**config.mk**
```make
export PLATFORM = sky130hd
export DESIGN_NAME = piso_serializer_flat
export DESIGN_NICKNAME = d
export VERILOG_FILES = /design/src/rtl/piso_serializer_if.sv /design/src/rtl/piso_serializer.sv /design/src/flat_wrapper.sv
export SDC_FILE = /design/constraint.sdc
export NUM_CORES = 1
export LEC_CHECK = 0
export CORE_AREA = 2 2 39 41
export DETAILED_ROUTE_END_ITERATION = 7
export DIE_AREA = 0 0 41 43
export HOLD_SLACK_MARGIN = 0.12
export PLACE_DENSITY = 0.7
export SYNTH_ARGS = -nofsm -noshare
export SYNTH_HDL_FRONTEND = slang
export SYNTH_SLANG_ARGS = --single-unit
```
**constraint.sdc**
```tcl
create_clock -name clk -period 4.45 [get_ports clk]
set_input_delay 0.89 -clock clk [delete_from_list [all_inputs] [get_ports clk]]
set_output_delay 0.89 -clock clk [all_outputs]
set_load 0.005 [all_outputs]
```
**src/rtl/piso_serializer_if.sv**
```systemverilog
// Bundle of the word handshake and serial output signals of piso_serializer.
// Handshake: a word moves from master to slave on a rising clk edge where
// in_valid && in_ready are both high; in_data is only looked at on that edge,
// and a master that raised in_valid keeps in_valid and in_data steady until it
// sees that edge.
interface piso_serializer_if #(
   parameter int WIDTH = 4
);
   logic             in_valid;
   logic [WIDTH-1:0] in_data;
   logic             in_ready;
   logic             shift_en;
   logic             sout;
   logic             sout_valid;
   logic             sout_first;
   logic             sout_last;
   logic             busy;

   modport master (
      output in_valid, in_data, shift_en,
      input  in_ready, sout, sout_valid, sout_first, sout_last, busy
   );

   modport slave (
      input  in_valid, in_data, shift_en,
      output in_ready, sout, sout_valid, sout_first, sout_last, busy
   );
endinterface

```
**src/rtl/piso_serializer.sv**
```systemverilog
// Parallel-in serial-out serializer: takes a WIDTH-bit word over a valid/ready
// handshake and sends it one bit per enabled clock with first/last strobes.
// Back-to-back words follow each other with no idle cycle; shift_en = 0 freezes
// the serial stream. busy mirrors the FSM state (1 = SHIFT).
module piso_serializer #(
   parameter int WIDTH     = 4,
   parameter bit MSB_FIRST = 1'b1
) (
   input logic              clk,
   input logic              rst_n,
   piso_serializer_if.slave bus
);
   localparam int CW = (WIDTH > 1) ? $clog2(WIDTH) : 1;
   localparam logic [CW-1:0] LAST = CW'(WIDTH - 1);

   typedef enum logic {
      IDLE  = 1'b0,
      SHIFT = 1'b1
   } state_t;

   state_t           state_q, state_d;
   logic [CW-1:0]    cnt_q, cnt_d;
   logic [WIDTH-1:0] shreg_q, shreg_d;
   logic             sout_q, sout_d;
   logic             valid_q, valid_d;
   logic             first_q, first_d;
   logic             last_q, last_d;
   logic             at_last;
   logic             advance;
   logic             accept;

   // A stalled word (shift_en = 0) blocks new words even on its last bit.
   assign at_last      = (cnt_q == LAST);
   assign advance      = (state_q == SHIFT) && bus.shift_en;
   assign bus.in_ready = (state_q == IDLE) || (advance && at_last);
   assign accept       = bus.in_valid && bus.in_ready;

   // State register.
   always_ff @(posedge clk or negedge rst_n) begin
      if (!rst_n) begin
         state_q <= IDLE;
      end else begin
         state_q <= state_d;
      end
   end

   // Next state: leave SHIFT only when the last bit moves on with no new word.
   always_comb begin
      state_d = state_q;
      case (state_q)
         IDLE:    if (accept) state_d = SHIFT;
         SHIFT:   if (advance && at_last && !accept) state_d = IDLE;
         default: state_d = IDLE;
      endcase
   end

   // Datapath next values: load on accept, shift while advancing, hold on stall.
   always_comb begin
      cnt_d   = cnt_q;
      shreg_d = shreg_q;
      if (accept) begin
         shreg_d = bus.in_data;
         cnt_d   = '0;
      end else if (advance && !at_last) begin
         shreg_d = MSB_FIRST ? (shreg_q << 1) : (shreg_q >> 1);
         cnt_d   = cnt_q + 1'b1;
      end else if (advance) begin
         cnt_d   = '0;
      end
      if (state_d == SHIFT) begin
         sout_d  = MSB_FIRST ? shreg_d[WIDTH-1] : shreg_d[0];
         valid_d = 1'b1;
         first_d = (cnt_d == '0);
         last_d  = (cnt_d == LAST);
      end else begin
         sout_d  = 1'b0;
         valid_d = 1'b0;
         first_d = 1'b0;
         last_d  = 1'b0;
      end
   end

   // Datapath and registered serial outputs; reset drops any partial word.
   always_ff @(posedge clk or negedge rst_n) begin
      if (!rst_n) begin
         cnt_q   <= '0;
         shreg_q <= '0;
         sout_q  <= 1'b0;
         valid_q <= 1'b0;
         first_q <= 1'b0;
         last_q  <= 1'b0;
      end else begin
         cnt_q   <= cnt_d;
         shreg_q <= shreg_d;
         sout_q  <= sout_d;
         valid_q <= valid_d;
         first_q <= first_d;
         last_q  <= last_d;
      end
   end

   assign bus.sout       = sout_q;
   assign bus.sout_valid = valid_q;
   assign bus.sout_first = first_q;
   assign bus.sout_last  = last_q;
   assign bus.busy       = (state_q == SHIFT);
endmodule

```
**src/flat_wrapper.sv**
```systemverilog
// flat-port wrapper written by rule: the top's interface ports become plain ports
module piso_serializer_flat 
#(
   parameter int WIDTH     = 4,
   parameter bit MSB_FIRST = 1'b1
)
  (clk, rst_n, bus_in_valid, bus_in_data, bus_shift_en, bus_in_ready, bus_sout, bus_sout_valid, bus_sout_first, bus_sout_last, bus_busy);
  piso_serializer_if #(.WIDTH(WIDTH)) bus_i ();
  input logic clk;
  input logic rst_n;
  input wire logic [$bits(bus_i.in_valid)-1:0] bus_in_valid;
  input wire logic [$bits(bus_i.in_data)-1:0] bus_in_data;
  input wire logic [$bits(bus_i.shift_en)-1:0] bus_shift_en;
  output wire logic [$bits(bus_i.in_ready)-1:0] bus_in_ready;
  output wire logic [$bits(bus_i.sout)-1:0] bus_sout;
  output wire logic [$bits(bus_i.sout_valid)-1:0] bus_sout_valid;
  output wire logic [$bits(bus_i.sout_first)-1:0] bus_sout_first;
  output wire logic [$bits(bus_i.sout_last)-1:0] bus_sout_last;
  output wire logic [$bits(bus_i.busy)-1:0] bus_busy;
  assign bus_i.in_valid = bus_in_valid;
  assign bus_i.in_data = bus_in_data;
  assign bus_i.shift_en = bus_shift_en;
  assign bus_in_ready = bus_i.in_ready;
  assign bus_sout = bus_i.sout;
  assign bus_sout_valid = bus_i.sout_valid;
  assign bus_sout_first = bus_i.sout_first;
  assign bus_sout_last = bus_i.sout_last;
  assign bus_busy = bus_i.busy;
  piso_serializer #(.WIDTH(WIDTH), .MSB_FIRST(MSB_FIRST)) u_core (.clk(clk), .rst_n(rst_n), .bus(bus_i));
endmodule
```
Word-level counts from Yosys, hierarchy flattened

Index checks and enable logic that the tools add are counted.

Register bits after elaboration: 11
Input bits: 8
Logic and storage cells: 34
Output and inout bits: 6

Add/subtract/negate cells: 1
Muxes and demuxes: 12
Equal/unequal tests: 2
Bitwise gates (word level): 1
Reductions and logical operators: 10

Operator list:

| cell                                        | count |
|---|---|
| 2-to-1 mux 4 bit                            | 2 |
| 2-to-1 mux 1 bit                            | 6 |
| 2-to-1 mux 2 bit                            | 3 |
| logical AND 1 bit                           | 5 |
| == test 2 bit, second input constant        | 2 |
| adder 2 x 1 -> 2 bit, second input constant | 1 |
| logical NOT 1 bit                           | 2 |
| logical NOT 2 bit                           | 1 |
| one-hot mux 1 bit (2 select lines)          | 1 |
| nonzero test 2 bit                          | 1 |
| logical OR 1 bit                            | 1 |
| inverter 1 bit                              | 1 |

Longest topological paths before layout

Depth after elaboration: 9
Gate-level depth with buffers: 5
Mapped depth without buffers: 4

Worst setup path after synthesis

No wires, ideal clock.

Path kind: input to output
From: in bus_shift_en
To: out bus_in_ready
Arrival time: 1.189 ns
Cell stages on the path: 2
Data required time: 3.560 ns
Buffers on the path: 1
Setup slack: 2.371 ns
Cell sequence: a21bo_1 buf_6

Word-level cells in the longest chain between the ends: 3

Ends and longest elaborated chain:

| element           | line                  | source |
|---|---|---|
| start, declared   | flat_wrapper.sv:13    | `input wire logic [$bits(bus_i.shift_en)-1:0] bus_shift_en;` |
| logical AND 1 bit | piso_serializer.sv:34 | `assign advance = (state_q == SHIFT) && bus.shift_en;` |
| logical AND 1 bit | piso_serializer.sv:35 | `assign bus.in_ready = (state_q == IDLE) \|\| (advance && at_last);` |
| logical OR 1 bit  | piso_serializer.sv:35 |  |
| end, declared     | flat_wrapper.sv:14    | `output wire logic [$bits(bus_i.in_ready)-1:0] bus_in_ready;` |

No other way between the ends.

Worst setup path after layout

Same ends and word-level chain as after synthesis.

==> results.ini <==
[outcome]
status = complete, no violations

[finish]
fin_area_um2 = 701
area_growth_pct = 23.3
fillCellCount = 136
seq_area_um2 = 250
multiInputGateArea_um2 = 270
n_antenna_cell = 0
final_common_cell = clkdlybuf4s50_1
nets = 76
mostFrequentLayoutCells = 13 x clkdlybuf4s50_1, 10 x dfrtp_1, 4 x nor2b_1
drive_above_1_share = 0.0615

[route]
drt_first_iter_violations = 14
drc = 0
dr.pass1.iters = 4
vias = 449
postRouteAntennaNets = 0
wl_per_cell_um = 13.6
wirelength_um = 1100
routed_via_density = 5.54

[power]
peakVddDrop_uv = 258
p_clk_frac = 0.164
p_sw_mw = 0.120
power.internal_mw = 0.252
power.density_nw_per_um2 = 531
share_seq_of_total_power = 0.422
swShare = 0.323
p_leak_nw = 0.315
combPwrFrac = 0.414

[sta]
period_needed_ns = 3.28
finalHoldViolations = 0
worst_pin_slew_ns = 0.471
setup_viol = 0
worst_slack_ns = 1.17
maxSlewViolCount = 0
setup_tns_ns = 0
max_slew_margin = 0.685
rsz0062_at_grt = no
clock_skew_ns = 0.00558
post-route-period-util = 0.738
fmax_ghz = 0.304

[critical_path]
crit_path_start_kind = input pin
crit_required_ns = 3.56
cp-end-kind = output port
critical_path.max_fanout = 11
crit_arrival_ns = 2.39
rr_worst_depth = 4
crit_type = in -> out

[synthesis]
syn_area_per_cell_um2 = 10.5
async_flop_share = 1.00
seq_area_frac_synth = 0.441
ys.flop_type = dfrtp_1
synth_nets = 63
syn-cell-area_um2 = 568
yosysUniqueCellTypes = 32
synth-seq-cells = 10
yosys_warnings = 0
synth-edff-count = 0
syn_inst = 54

[floorplan]
core_area_um2 = 1380
die_x_um = 41
die_y_um = 43
ios = 14
rows = 14
dieArea_um2 = 1760
initial_core_util = 0.410

[job]
drv_cap = 0

[clock_tree]
cts.reportedPaths.clkPinSlew_ns = 0.06
insertion_delay_ns = 0.27
cts_hold_buf = 0
cts_root_buf = clkbuf_4
cts_resized = 0
htreeDepth = 1
cts_tree = yes
clockBufferDepth = 2
cts.sinks = 10
post_cts_buffers = 0
cts_buffers = 3

[placed_design]
dp_hpwl_um = 806
io_buffers = 13
preCtsSetupSlack_ns = 1.18
gp_congestion = 0.719
placed_area_um2 = 678

[min_path]
hp-class = reg -> reg
holdPathStages = 1

[grt]
antenna_found_initial = 0
grt_max_degree = 15
track_usage = 0.162
grt_first_pass_wirelength_um = 1870
grt_overflow = 0
grt_pass1_vias = 432

[flip-flops by register name, summed over array words and instances (netlist names)]
register and cells:
u_core.bus.busy 1, u_core.bus.sout 1, u_core.bus.sout_first 1, u_core.bus.sout_last 1, u_core.cnt_q 2, u_core.shreg_q 4
[cell usage after synthesis, types with 2 or more instances]
cell / instances / area [um2]
dfrtp_1: 10 / 250
nor2b_1: 4 / 25.0
nand2b_1: 3 / 18.8
a221o_1: 2 / 20.0
a31o_1: 2 / 17.5
and3_1: 2 / 12.5
buf_2: 2 / 10.0
buf_6: 2 / 22.5
inv_1: 2 / 7.51
nand2_1: 2 / 7.51
o21ai_0: 2 / 10.0
[routing by layer]
metal	up-vias	global-route usage	wire length (um)	share of wire
met5	-	0	0	0
met2	14	0.234	523	0.47
li1	221	-	-	-
met1	212	0.212	490	0.44
met3	2	0.0628	73	0.066
met4	0	0.0600	17	0.015
[through the flow]
step	utilization	hold WS, ns	instances	power, mW
after CTS	0.506	0.527	81	0.374
after global placement	0.490	0.501	78	0.307
after floorplan	-	0.479	54	0.255
after global routing	0.506	0.551	81	0.404
final	0.506	0.526	81	0.372
after detailed placement	0.490	0.514	78	0.313
[worst max-delay path: stages]
cell and delay (ns):
clkdlybuf4s50_1 0.66, a21bo_1 0.29, clkdlybuf4s50_1 0.55
[area by class of cell]
class                   count  area share
clock buffers               3      0.0321
inverters                   2      0.0107
multi-input cells          37       0.386
flip-flops and latches     10       0.357
well taps                  16      0.0286
repair buffers             13       0.186
[power by group through the flow]
stage | logic, mW | clock network, mW | registers, mW
4_1_cts | 0.155 | 0.0615 | 0.157
5_1_grt | 0.172 | 0.0693 | 0.163
3_5_place_dp | 0.156 | 0 | 0.158
6_report | 0.154 | 0.0610 | 0.157
3_3_place_gp | 0.151 | 0 | 0.157
2_1_floorplan | 0.106 | 0 | 0.149
[path summary, 6_finish.rpt]
kind | startpoint | to | slack (ns)
hold reg to reg | u_core.shreg_q[0] | u_core.shreg_q[1] | 0.53
setup reg to reg | u_core.cnt_q[0] | u_core.shreg_q[1] | 2.88
max in group asynchronous | rst_n | u_core.bus.sout | 3.19
setup / recovery | bus_shift_en | bus_in_ready | 1.17
min in group asynchronous | rst_n | u_core.bus.busy | 0.94
hold / removal | u_core.shreg_q[0] | u_core.shreg_q[1] | 0.53
[logic make-up (layout without fill, tap and decap cells)]
kind of cell | after synthesis | after routing | share of synthesized area
AO/OA/AOI/OAI | 17 | 17 | 0.229
adder cells (fa/ha/maj) | 1 | 1 | 0.0220
buffers and inverters | 7 | 18 | 0.0837
flip-flops | 10 | 10 | 0.441
multiplexers | 1 | 1 | 0.0176
AND/OR/NAND/NOR | 18 | 18 | 0.207
Power figures use the tool's default switching activity.
